## src/rtl/pipe_controller_if.sv

```systemverilog
// Handshake and control-word bundle between fetch, pipe_controller and the execute stage.
// The controller takes the slave side; the fetch/execute environment takes the master side.
`ifndef OP_CODE_LEN
`define OP_CODE_LEN 5
`endif
`ifndef EXE_CMD_LEN
`define EXE_CMD_LEN 4
`endif

interface pipe_controller_if #(
  parameter int OP_LEN  = `OP_CODE_LEN,
  parameter int CMD_LEN = `EXE_CMD_LEN
);
  logic               in_valid;
  logic               in_ready;
  logic [OP_LEN-1:0]  opCode;
  logic               BEQ;
  logic               BLT;
  logic               out_valid;
  logic               BranchEn;
  logic [CMD_LEN-1:0] EXE_CMD;
  logic               ImSel;
  logic               Reg_W_En;
  logic               IncreaseTK;
  logic               BranchTK;
  logic               Stall;
  logic               Flush;
  logic               illegal_op;

  modport master (
    output in_valid, opCode, BEQ, BLT,
    input  in_ready, out_valid, BranchEn, EXE_CMD, ImSel, Reg_W_En,
           IncreaseTK, BranchTK, Stall, Flush, illegal_op
  );

  modport slave (
    input  in_valid, opCode, BEQ, BLT,
    output in_ready, out_valid, BranchEn, EXE_CMD, ImSel, Reg_W_En,
           IncreaseTK, BranchTK, Stall, Flush, illegal_op
  );
endinterface

```

## src/rtl/pipe_controller.sv

```systemverilog
// Pipeline control unit: decodes one instruction per accept into a registered control word,
// sequences multi-cycle multiplies (MULWAIT) and front-end squashes after taken branches (FLUSH).
`ifndef OP_CODE_LEN
`define OP_CODE_LEN 5
`endif
`ifndef EXE_CMD_LEN
`define EXE_CMD_LEN 4
`endif

`ifndef PIPE_CONTROLLER_OPCODES
`define PIPE_CONTROLLER_OPCODES
`define ADD      5'd1
`define SUB      5'd2
`define AND      5'd3
`define OR       5'd4
`define XOR      5'd5
`define SLL      5'd6
`define SRL      5'd7
`define MUL      5'd8
`define ADDI     5'd9
`define ANDI     5'd10
`define ORI      5'd11
`define XORI     5'd12
`define SLLI     5'd13
`define SRLI     5'd14
`define BEQ      5'd15
`define BLT      5'd16
`define J        5'd17

`define EXE_NOP  4'd0
`define EXE_ADD  4'd1
`define EXE_SUB  4'd2
`define EXE_AND  4'd3
`define EXE_OR   4'd4
`define EXE_XOR  4'd5
`define EXE_SLL  4'd6
`define EXE_SRL  4'd7
`define EXE_MUL  4'd8
`endif

module pipe_controller #(
  parameter int OP_LEN       = `OP_CODE_LEN,
  parameter int CMD_LEN      = `EXE_CMD_LEN,
  parameter int MUL_LAT      = 3,
  parameter int FLUSH_CYCLES = 1
) (
  input  logic          clk,
  input  logic          rst,
  pipe_controller_if.slave bus
);

  localparam int CW = $clog2(MUL_LAT + 1);
  localparam int FW = $clog2(FLUSH_CYCLES + 1);
  localparam logic [CW-1:0] MUL_LOAD   = CW'(MUL_LAT - 1);
  localparam logic [CW-1:0] MUL_ONE    = CW'(1);
  localparam logic [FW-1:0] FLUSH_LOAD = FW'(FLUSH_CYCLES - 1);
  localparam logic [FW-1:0] FLUSH_ONE  = FW'(1);

  typedef enum logic [1:0] {RUN, MULWAIT, FLUSH} state_t;
  typedef enum logic [2:0] {K_ALU, K_MUL, K_BRANCH, K_JUMP, K_ILLEGAL} kind_t;

  state_t             r_state;
  logic [CW-1:0]      r_mul_cnt;
  logic [FW-1:0]      r_flush_cnt;
  logic               r_out_valid;
  logic               r_branch_en;
  logic [CMD_LEN-1:0] r_exe_cmd;
  logic               r_im_sel;
  logic               r_reg_w_en;
  logic               r_increase_tk;
  logic               r_branch_tk;
  logic               r_stall;
  logic               r_flush;
  logic               r_illegal_op;

  kind_t              w_kind;
  logic [CMD_LEN-1:0] w_cmd;
  logic               w_imm;
  logic               w_taken;
  logic               w_accept;

  assign bus.in_ready = (r_state == RUN) && !rst;
  assign w_accept     = bus.in_valid && bus.in_ready;

  // Instruction classification; the branch flags are only meaningful alongside their opcode.
  always_comb begin
    // NOTE: every signal gets a default before the case so no path leaves it unassigned (no latch).
    w_kind  = K_ILLEGAL;
    w_cmd   = `EXE_NOP;
    w_imm   = 1'b0;
    w_taken = 1'b0;
    case (bus.opCode)
      `ADD:  begin w_kind = K_ALU; w_cmd = `EXE_ADD; end
      `SUB:  begin w_kind = K_ALU; w_cmd = `EXE_SUB; end
      `AND:  begin w_kind = K_ALU; w_cmd = `EXE_AND; end
      `OR:   begin w_kind = K_ALU; w_cmd = `EXE_OR;  end
      `XOR:  begin w_kind = K_ALU; w_cmd = `EXE_XOR; end
      `SLL:  begin w_kind = K_ALU; w_cmd = `EXE_SLL; end
      `SRL:  begin w_kind = K_ALU; w_cmd = `EXE_SRL; end
      `ADDI: begin w_kind = K_ALU; w_cmd = `EXE_ADD; w_imm = 1'b1; end
      `ANDI: begin w_kind = K_ALU; w_cmd = `EXE_AND; w_imm = 1'b1; end
      `ORI:  begin w_kind = K_ALU; w_cmd = `EXE_OR;  w_imm = 1'b1; end
      `XORI: begin w_kind = K_ALU; w_cmd = `EXE_XOR; w_imm = 1'b1; end
      `SLLI: begin w_kind = K_ALU; w_cmd = `EXE_SLL; w_imm = 1'b1; end
      `SRLI: begin w_kind = K_ALU; w_cmd = `EXE_SRL; w_imm = 1'b1; end
      `MUL:  begin w_kind = K_MUL; w_cmd = `EXE_MUL; end
      `BEQ:  begin w_kind = K_BRANCH; w_taken = bus.BEQ; end
      `BLT:  begin w_kind = K_BRANCH; w_taken = bus.BLT; end
      `J:    w_kind = K_JUMP;
      default: ;
    endcase
  end

  always_ff @(posedge clk) begin
    // NOTE: state registers use non-blocking assignments so every read sees the pre-edge value.
    if (rst) begin
      r_state       <= RUN;
      r_mul_cnt     <= '0;
      r_flush_cnt   <= '0;
      r_out_valid   <= 1'b0;
      r_branch_en   <= 1'b0;
      r_exe_cmd     <= `EXE_NOP;
      r_im_sel      <= 1'b0;
      r_reg_w_en    <= 1'b0;
      r_increase_tk <= 1'b0;
      r_branch_tk   <= 1'b0;
      r_stall       <= 1'b0;
      r_flush       <= 1'b0;
      r_illegal_op  <= 1'b0;
    end else begin
      // Every cycle is a bubble unless a branch below says otherwise; illegal_op stays sticky.
      r_out_valid   <= 1'b0;
      r_branch_en   <= 1'b0;
      r_exe_cmd     <= `EXE_NOP;
      r_im_sel      <= 1'b0;
      r_reg_w_en    <= 1'b0;
      r_increase_tk <= 1'b0;
      r_branch_tk   <= 1'b0;
      r_stall       <= 1'b0;
      r_flush       <= 1'b0;
      case (r_state)
        RUN: begin
          if (w_accept) begin
            case (w_kind)
              K_ALU: begin
                r_out_valid   <= 1'b1;
                r_exe_cmd     <= w_cmd;
                r_im_sel      <= w_imm;
                r_reg_w_en    <= 1'b1;
                r_increase_tk <= 1'b1;
              end
              K_MUL: begin
                r_exe_cmd <= w_cmd;
                if (MUL_LAT == 1) begin
                  r_out_valid   <= 1'b1;
                  r_reg_w_en    <= 1'b1;
                  r_increase_tk <= 1'b1;
                end else begin
                  r_state   <= MULWAIT;
                  r_mul_cnt <= MUL_LOAD;
                  r_stall   <= 1'b1;
                end
              end
              K_BRANCH: begin
                r_out_valid <= 1'b1;
                r_branch_en <= 1'b1;
                if (w_taken) begin
                  r_branch_tk <= 1'b1;
                  r_flush     <= 1'b1;
                  r_flush_cnt <= FLUSH_LOAD;
                  r_state     <= FLUSH;
                end else begin
                  r_increase_tk <= 1'b1;
                end
              end
              K_JUMP: begin
                r_out_valid <= 1'b1;
                r_branch_tk <= 1'b1;
                r_flush     <= 1'b1;
                r_flush_cnt <= FLUSH_LOAD;
                r_state     <= FLUSH;
              end
              default: begin
                r_out_valid   <= 1'b1;
                r_increase_tk <= 1'b1;
                r_illegal_op  <= 1'b1;
              end
            endcase
          end
        end
        MULWAIT: begin
          r_exe_cmd <= `EXE_MUL;
          if (r_mul_cnt == MUL_ONE) begin
            r_mul_cnt     <= '0;
            r_state       <= RUN;
            r_out_valid   <= 1'b1;
            r_reg_w_en    <= 1'b1;
            r_increase_tk <= 1'b1;
          end else begin
            r_mul_cnt <= r_mul_cnt - MUL_ONE;
            r_stall   <= 1'b1;
          end
        end
        FLUSH: begin
          if (r_flush_cnt == '0) begin
            r_state <= RUN;
          end else begin
            r_flush_cnt <= r_flush_cnt - FLUSH_ONE;
            r_flush     <= 1'b1;
          end
        end
        default: r_state <= RUN;
      endcase
    end
  end

  assign bus.out_valid  = r_out_valid;
  assign bus.BranchEn   = r_branch_en;
  assign bus.EXE_CMD    = r_exe_cmd;
  assign bus.ImSel      = r_im_sel;
  assign bus.Reg_W_En   = r_reg_w_en;
  assign bus.IncreaseTK = r_increase_tk;
  assign bus.BranchTK   = r_branch_tk;
  assign bus.Stall      = r_stall;
  assign bus.Flush      = r_flush;
  assign bus.illegal_op = r_illegal_op;

endmodule

```

## src/flat_wrapper.sv

```systemverilog
// flat-port wrapper written by rule: the top's interface ports become plain ports
module pipe_controller_flat 
#(
  parameter int OP_LEN       = `OP_CODE_LEN,
  parameter int CMD_LEN      = `EXE_CMD_LEN,
  parameter int MUL_LAT      = 3,
  parameter int FLUSH_CYCLES = 1
)
  (clk, rst, bus_in_valid, bus_opCode, bus_BEQ, bus_BLT, bus_in_ready, bus_out_valid, bus_BranchEn, bus_EXE_CMD, bus_ImSel, bus_Reg_W_En, bus_IncreaseTK, bus_BranchTK, bus_Stall, bus_Flush, bus_illegal_op);
  pipe_controller_if #(.OP_LEN(OP_LEN), .CMD_LEN(CMD_LEN)) bus_i ();
  input  logic clk;
  input  logic rst;
  input wire logic [$bits(bus_i.in_valid)-1:0] bus_in_valid;
  input wire logic [$bits(bus_i.opCode)-1:0] bus_opCode;
  input wire logic [$bits(bus_i.BEQ)-1:0] bus_BEQ;
  input wire logic [$bits(bus_i.BLT)-1:0] bus_BLT;
  output wire logic [$bits(bus_i.in_ready)-1:0] bus_in_ready;
  output wire logic [$bits(bus_i.out_valid)-1:0] bus_out_valid;
  output wire logic [$bits(bus_i.BranchEn)-1:0] bus_BranchEn;
  output wire logic [$bits(bus_i.EXE_CMD)-1:0] bus_EXE_CMD;
  output wire logic [$bits(bus_i.ImSel)-1:0] bus_ImSel;
  output wire logic [$bits(bus_i.Reg_W_En)-1:0] bus_Reg_W_En;
  output wire logic [$bits(bus_i.IncreaseTK)-1:0] bus_IncreaseTK;
  output wire logic [$bits(bus_i.BranchTK)-1:0] bus_BranchTK;
  output wire logic [$bits(bus_i.Stall)-1:0] bus_Stall;
  output wire logic [$bits(bus_i.Flush)-1:0] bus_Flush;
  output wire logic [$bits(bus_i.illegal_op)-1:0] bus_illegal_op;
  assign bus_i.in_valid = bus_in_valid;
  assign bus_i.opCode = bus_opCode;
  assign bus_i.BEQ = bus_BEQ;
  assign bus_i.BLT = bus_BLT;
  assign bus_in_ready = bus_i.in_ready;
  assign bus_out_valid = bus_i.out_valid;
  assign bus_BranchEn = bus_i.BranchEn;
  assign bus_EXE_CMD = bus_i.EXE_CMD;
  assign bus_ImSel = bus_i.ImSel;
  assign bus_Reg_W_En = bus_i.Reg_W_En;
  assign bus_IncreaseTK = bus_i.IncreaseTK;
  assign bus_BranchTK = bus_i.BranchTK;
  assign bus_Stall = bus_i.Stall;
  assign bus_Flush = bus_i.Flush;
  assign bus_illegal_op = bus_i.illegal_op;
  pipe_controller #(.OP_LEN(OP_LEN), .CMD_LEN(CMD_LEN), .MUL_LAT(MUL_LAT), .FLUSH_CYCLES(FLUSH_CYCLES)) u_core (.clk(clk), .rst(rst), .bus(bus_i));
endmodule
```

## config.mk

```make
export PLATFORM = sky130hd
export DESIGN_NAME = pipe_controller_flat
export DESIGN_NICKNAME = d
export VERILOG_FILES = /design/src/rtl/pipe_controller_if.sv /design/src/rtl/pipe_controller.sv /design/src/flat_wrapper.sv
export SDC_FILE = /design/constraint.sdc
export NUM_CORES = 1
export LEC_CHECK = 0
export CAP_MARGIN = 20
export CORE_AREA = 2 2 43 45
export DETAILED_ROUTE_END_ITERATION = 8
export DIE_AREA = 0 0 45 47
export PLACE_DENSITY = 0.79
export SLEW_MARGIN = 5
export SYNTH_ARGS = -nofsm -noshare
export SYNTH_HDL_FRONTEND = slang
export SYNTH_SLANG_ARGS = --single-unit
```

## constraint.sdc

```tcl
create_clock -name clk -period 3.32 [get_ports clk]
set_input_delay 0.664 -clock clk [delete_from_list [all_inputs] [get_ports clk]]
set_output_delay 0.664 -clock clk [all_outputs]
set_load 0.02 [all_outputs]
```

==> out/results.txt, run 1 <==
Remaining Overflow, GRT: 0
Clk_lat worst skew: 0.29 ns
Cts hold-fix bufs: 0
Pleak: 0.376 nW
Hold path endpoint: u_core.bus.illegal_op$_SDFFE_PP0P_
Root Driver: clkbuf_4
DIE WIDTH: 45 um
Tightest Hold Check Type: reg2reg
Setup TNS: 0 ns
Reg-to-reg setup timing slack: 1.97 ns
Initial Util: 45.5%
DRC Markers: 0
Number of diodes: 0
Sequential power share: 55.7%
Most frequent cells in the layout: clkdlybuf4s50_1 (23), dfxtp_1 (17), nor2_1 (10)
Initial antenna violation count: 0
Register area share after synthesis: 45.3%
Crit share post-route: 77.8%
Count of cell types in the netlist: 26
Final setup viols: 0
Overall Global Routing Usage: 14.0%
Syn Std Cell Area: 752 um2
Most common cell after layout, fill and taps aside: clkdlybuf4s50_1
# clock sinks: 17
Yosys reg bits: 17
Worst r2r dst: u_core.r_mul_cnt[0]$_SDFFE_PP0P_
Total wire length: 1320 um
Comb pwr share: 15.9%
Final HPWL from detailed placement: 1040 um
Hold Violations, Final: 0
Core box area: 1650 um2
Vias in the first global route: 538
PostCTS Resize Cnt: 0
CP max FO: 2
Crit path max-delay family: buffers and inverters
I/O Pins: 24
Relative slew slack: 75.0%
Crit path DAT: 1.92 ns
Share of layout cells above drive strength 1: 8.82%
Clock buffer depth: 2
Worst Setup Start Kind: input port
Largest net degree at the start of global routing: 12
RSZ-0062 raised after global routing: false
Synthesized Nets: 91
CP Capture Type: output port
Chip Height: 47 um
Global placer's final weighted congestion: 0.799
Slowest cell on crit path: clkdlybuf4s50_1
Status: finished, final reports clean
Routed via count: 632
First-pass GRT wire length: 2180 um
Fmax achieved: 0.387 GHz
Crit path top cell by count: clkdlybuf4s50_1
I/O Buffers: 23
Layout Nets: 114
CP cell instances: clkdlybuf4s50_1 -> nor3_1 -> clkdlybuf4s50_1
Switching share of power: 25.1%
Worst reg2reg startpoint: u_core.r_state[0]$_SDFFE_PP0P_
Std-Cell Rows: 15
Initial drt markers: 10
Gate Count Post-Synth: 80
Syn_area_per_cell: 9.40 um2
CTS tree: done
P&R area growth vs syn: 33.4%
DRT antenna net count: 0
Worst slew pin tran: 0.373 ns
Switching power: 95.0 uW
Die ar.: 2120 um2
Post-CTS setup buffer count: 0
Power per cell area: 377 nW/um2
TritonCTS Buffers: 3
Total internal power: 284 uW
Maximum vdd drop: 243 uV
YS warnings: 0
Routed len/inst: 11.1 um
Maxcap violations: 0
Worst Reg-to-Reg Cells: 4
Crit path buffers/inverters: 2
Drt pass-1 iters: 4
Clock transition at path regs: 0.09 ns
Vias per std cell: 5.31
WP data required: 2.66 ns
Clock period minus worst slack: 2.58 ns
Clock power share: 28.5%
Worst hold stages: 2
Fin Clk Skew: 0.000912 ns
Final Max Slew Viols: 0
H-Tree Depth: 1
Crit Path Class: in2out
HP Start: u_core.bus.illegal_op$_SDFFE_PP0P_
Critical path's largest stage delay: 0.64 ns
Utilization after layout: 60.8%
worst register-to-register path, delay by kind of cell, from the launching register on:
kind	cells	cell delay, ns
AND/OR/NAND/NOR	3	0.67
flip-flops	1	0.36
AO/OA/AOI/OAI	1	0.23
metal layers:
layer / GRT usage, % / routed length (um) / up-vias
met5: 0 / 0 / -
met4: 7.06 / 17 / 0
met3: 2.69 / 67 / 3
met2: 23.7 / 607 / 19
met1: 17.1 / 622 / 285
li1: - / - / 325
area by class of cell:
type / instances / area [um2]
clock buffers: 3 / 22.5
clock inverters: 1 / 5.00
fillers: 159 / 648
inverters: 3 / 11.3
multi-input cells: 54 / 365
flip-flops and latches: 17 / 340
well taps: 17 / 21.3
repair buffers: 24 / 238
worst max-delay path by stage:
stage,endpoint,slack (ns),start,cells after the start
5_1_grt,bus_in_ready,0.66,rst,3
3_5_place_dp,bus_in_ready,0.72,rst,3
4_1_cts,bus_in_ready,0.72,rst,3
2_1_floorplan,bus_in_ready,1.33,rst,2
3_3_place_gp,bus_in_ready,0.75,rst,3
6_report,bus_in_ready,0.74,rst,3
power by group through the flow:
| stage | Clock, mW | Combinational [mW] | Sequential, mW |
|---|---|---|---|
| floorplan | 0 | 0.0311 | 0.222 |
| global placement | 0 | 0.0595 | 0.215 |
| detailed placement | 0 | 0.0603 | 0.216 |
| CTS | 0.110 | 0.0605 | 0.211 |
| global route | 0.119 | 0.0655 | 0.212 |
| finish | 0.108 | 0.0600 | 0.211 |
synthesized netlist by cell type:
cell	n	area share, %
nand4_1	1	0.83
ha_1	1	1.7
xor2_1	2	2.3
nand4b_1	1	1.2
buf_2	4	2.7
nand3_1	3	2.0
mux2_1	1	1.5
o21ai_0	1	0.66
nor3b_1	5	5.0
nor3_4	1	2.2
nor2b_1	1	0.83
a311oi_2	1	2.0
o31ai_1	3	3.0
and3b_1	2	2.3
nand2_1	3	1.5
nor3_1	5	3.3
buf_4	2	2.0
a31oi_1	2	1.7
nand2b_1	2	1.7
nor4b_4	1	3.2
nor2_1	10	5.0
inv_1	3	1.5
dfxtp_1	17	45
o311ai_2	1	2.2
a21oi_1	4	2.7
o21ai_1	3	2.0
metrics by stage:
stage | cells | hold slack [ns] | setup WS, ns | total power [mW] | cell area [um2]
2_1_floorplan | 80 | 0.473 | 1.33 | 0.253 | 752
3_5_place_dp | 115 | 0.473 | 0.725 | 0.276 | 976
3_3_place_gp | 115 | 0.456 | 0.751 | 0.275 | 976
5_1_grt | 119 | 0.528 | 0.664 | 0.396 | 1000
4_1_cts | 119 | 0.498 | 0.725 | 0.381 | 1000
6_report | 119 | 0.487 | 0.738 | 0.379 | 1000
logic make-up after synthesis:
kind of cell,synth area share (%)
compound gates,14.1
flops,45.3
fa+ha+maj,1.66
buf+inv,6.16
mux,1.50
simple gates,29.0
xor+xnor,2.33
sequential cells by signal (all words and copies together) (netlist names):
signal,flops
u_core.r_state,2
u_core.bus.EXE_CMD,4
u_core.bus.illegal_op,1
u_core.bus.Flush,1
u_core.r_mul_cnt,2
u_core.bus.BranchTK,1
u_core.bus.IncreaseTK,1
u_core.bus.out_valid,1
u_core.bus.Stall,1
u_core.bus.BranchEn,1
u_core.bus.Reg_W_En,1
u_core.bus.ImSel,1
No activity file was read; power rests on OpenSTA's default activity.
==> run 2, diff against run 1 <==
- CORE_AREA: 2 2 43 45 -> 2 2 47 49
- DIE_AREA: 0 0 45 47 -> 0 0 49 51
- PLACE_DENSITY: 0.79 -> 0.7
- clock period: 3.32 -> 2.1 ns (I/O delays scaled with it)
==> out/results.txt, run 2 (same netlist as run 1, synthesis figures left out) <==
Clock period minus worst slack: 1.82 ns
Most frequent cells in the layout: clkdlybuf4s50_1 (22), dfxtp_1 (17), nor2_1 (10) (was clkdlybuf4s50_1 (23), dfxtp_1 (17), nor2_1 (10))
DRC Markers: 0 (unchanged)
Drt pass-1 iters: 4 (unchanged)
Clock transition at path regs: 0.09 ns (about the same)
Status: finished, final reports clean (unchanged)
Global placer's final weighted congestion: 0.741 (was 0.799)
Final Max Slew Viols: 0 (unchanged)
WP data required: 1.68 ns (was 2.66 ns)
Routed len/inst: 9.62 um (was 11.1 um)
Hold path endpoint: u_core.bus.illegal_op$_SDFFE_PP0P_ (unchanged)
Maximum vdd drop: 316 uV (was 243 uV)
Initial drt markers: 12 (was 10)
Chip Height: 51 um (was 47 um)
Clk_lat worst skew: 0.29 ns (about the same)
Met3 Use GR: 2.63% (was 2.69%)
Worst Reg-to-Reg Cells: 3 (was 4)
Pleak: 0.379 nW (was 0.376 nW)
Fin area: 1020 um2 (was 1000 um2)
Overall Global Routing Usage: 11.6% (was 14.0%)
Final HPWL from detailed placement: 999 um (was 1040 um)
Post-CTS setup buffer count: 0 (unchanged)
Core box area: 2060 um2 (was 1650 um2)
RSZ-0062 raised after global routing: false (unchanged)
Vias per std cell: 4.76 (was 5.31)
Worst reg2reg startpoint: u_core.r_state[0]$_SDFFE_PP0P_ (unchanged)
Relative slew slack: 78.0% (was 75.0%)
GRT busiest layer: met2 (unchanged)
Grt met2 use: 18.3% (was 23.7%)
Power per cell area: 584 nW/um2 (was 377 nW/um2)
Fin Clk Skew: 0.00593 ns (was 0.000912 ns)
Number of diodes: 0 (unchanged)
First-pass GRT wire length: 2190 um (was 2180 um)
Crit Path Class: in2out (unchanged)
Critical path's largest stage delay: 0.41 ns (was 0.64 ns)
Worst Setup Start Kind: input port (unchanged)
Share of layout cells above drive strength 1: 8.74% (was 8.82%)
Worst hold stages: 2 (unchanged)
Fmax achieved: 0.550 GHz
Vias in the first global route: 543 (was 538)
I/O Pins: 24 (unchanged)
Tightest Hold Check Type: reg2reg (unchanged)
Crit share post-route: 86.5%
Die ar.: 2500 um2 (was 2120 um2)
Routed via count: 624 (was 632)
I/O Buffers: 23 (unchanged)
Worst slew pin tran: 0.329 ns (was 0.373 ns)
Root Driver: clkbuf_4 (unchanged)
Utilization after layout: 49.5% (was 60.8%)
CP cell instances: clkdlybuf4s50_1 -> nor3_1 -> dlygate4sd2_1 (was clkdlybuf4s50_1 -> nor3_1 -> clkdlybuf4s50_1)
Std-Cell Rows: 17 (was 15)
P&R area growth vs syn: 35.9% (was 33.4%)
H-Tree Depth: 1 (unchanged)
Dpl cell area: 997 um2 (was 976 um2)
DRT antenna net count: 0 (unchanged)
Layout Nets: 115 (was 114)
DIE WIDTH: 49 um (was 45 um)
Hold Violations, Final: 0 (unchanged)
Initial antenna violation count: 0 (unchanged)
Hold WS: 0.487 ns (about the same)
Multi-input logic area: 365 um2 (unchanged)
Total of fill cells in the finished design: 213 (was 159)
HP Start: u_core.bus.illegal_op$_SDFFE_PP0P_ (unchanged)
Initial Util: 36.4% (was 45.5%)
Met1 usage: 13.8% (was 17.1%)
Final setup viols: 0 (unchanged)
Largest net degree at the start of global routing: 12 (unchanged)
Total wire length: 1260 um (was 1320 um)
Maxcap violations: 0 (unchanged)
CP max FO: 2 (unchanged)
CTS tree: done (unchanged)
Worst r2r dst: u_core.r_mul_cnt[1]$_SDFFE_PP0P_ (was u_core.r_mul_cnt[0]$_SDFFE_PP0P_)
Remaining Overflow, GRT: 0 (unchanged)
Clock buffer depth: 2 (unchanged)
Most common cell after layout, fill and taps aside: clkdlybuf4s50_1 (unchanged)
TritonCTS Buffers: 3 (unchanged)
Reg-to-reg setup timing slack: 0.76 ns (was 1.97 ns)
Max FFs per register: 4 (unchanged)
Register area: 340 um2 (unchanged)
# clock sinks: 17 (unchanged)
CP Capture Type: output port (unchanged)
Slowest cell on crit path: clkdlybuf4s50_1 (unchanged)
Crit path DAT: 1.40 ns (was 1.92 ns)
==> run 2: metrics by stage <==
step	TNS (ns)	instances	worst slack (ns)	power, mW
after floorplan	0	80	0.508	0.400
after global placement	0	127	0.0231	0.436
after detailed placement	-0.0277	127	-0.0277	0.437
after CTS	0	131	0.269	0.600
after global routing	0	131	0.177	0.623
final	0	131	0.282	0.597
==> run 2: worst max-delay path by stage <==
| stage | start | endpoint | slack [ns] | depth (start not counted) |
|---|---|---|---|---|
| 2_1_floorplan | rst | u_core.bus.BranchTK$_SDFF_PN0_ | 0.51 | 4 |
| 3_3_place_gp | rst | bus_in_ready | 0.02 | 3 |
| 3_5_place_dp | rst | bus_in_ready | -0.03 | 3 |
| 4_1_cts | rst | bus_in_ready | 0.27 | 3 |
| 5_1_grt | rst | bus_in_ready | 0.18 | 3 |
| 6_report | rst | bus_in_ready | 0.28 | 3 |
==> run 2: power by group <==
part	switching, mW	internal [mW]
sequential	0.00259	0.331
clock	0.0944	0.0739
combinational	0.0478	0.0473
total	0.145	0.452
==> run 2: per-layer routing <==
metal	share of wire (%)	vias to the layer above
li1	-	330
met4	2.9	0
met3	4.7	4
met5	0	-
met2	43	16
met1	49	274
==> run 2: repair_timing <==
item                       in CTS  in global routing
hold buffers                    0                  0
setup endpoints to repair       1                  0
resized for setup               1                  0
==> run 2: cell type report <==
class / instances / area share (%)
Clock buffer: 4 / 2.57
Tap cell: 28 / 3.43
Timing Repair Buffer: 25 / 23.9
Inverter: 3 / 1.10
Sequential cell: 17 / 33.3
Multi-Input combinational cell: 54 / 35.7
==> run 2: critical path, delay by kind of cell <==
family / cells / cell delay (ns)
buf+inv: 2 / 0.77
simple gates: 1 / 0.20
==> run 3, diff against run 2 <==
- CAP_MARGIN: 20 -> 25
==> results of run 3 <==
The final DEF is identical to that of run 2; final timing and power are the same.
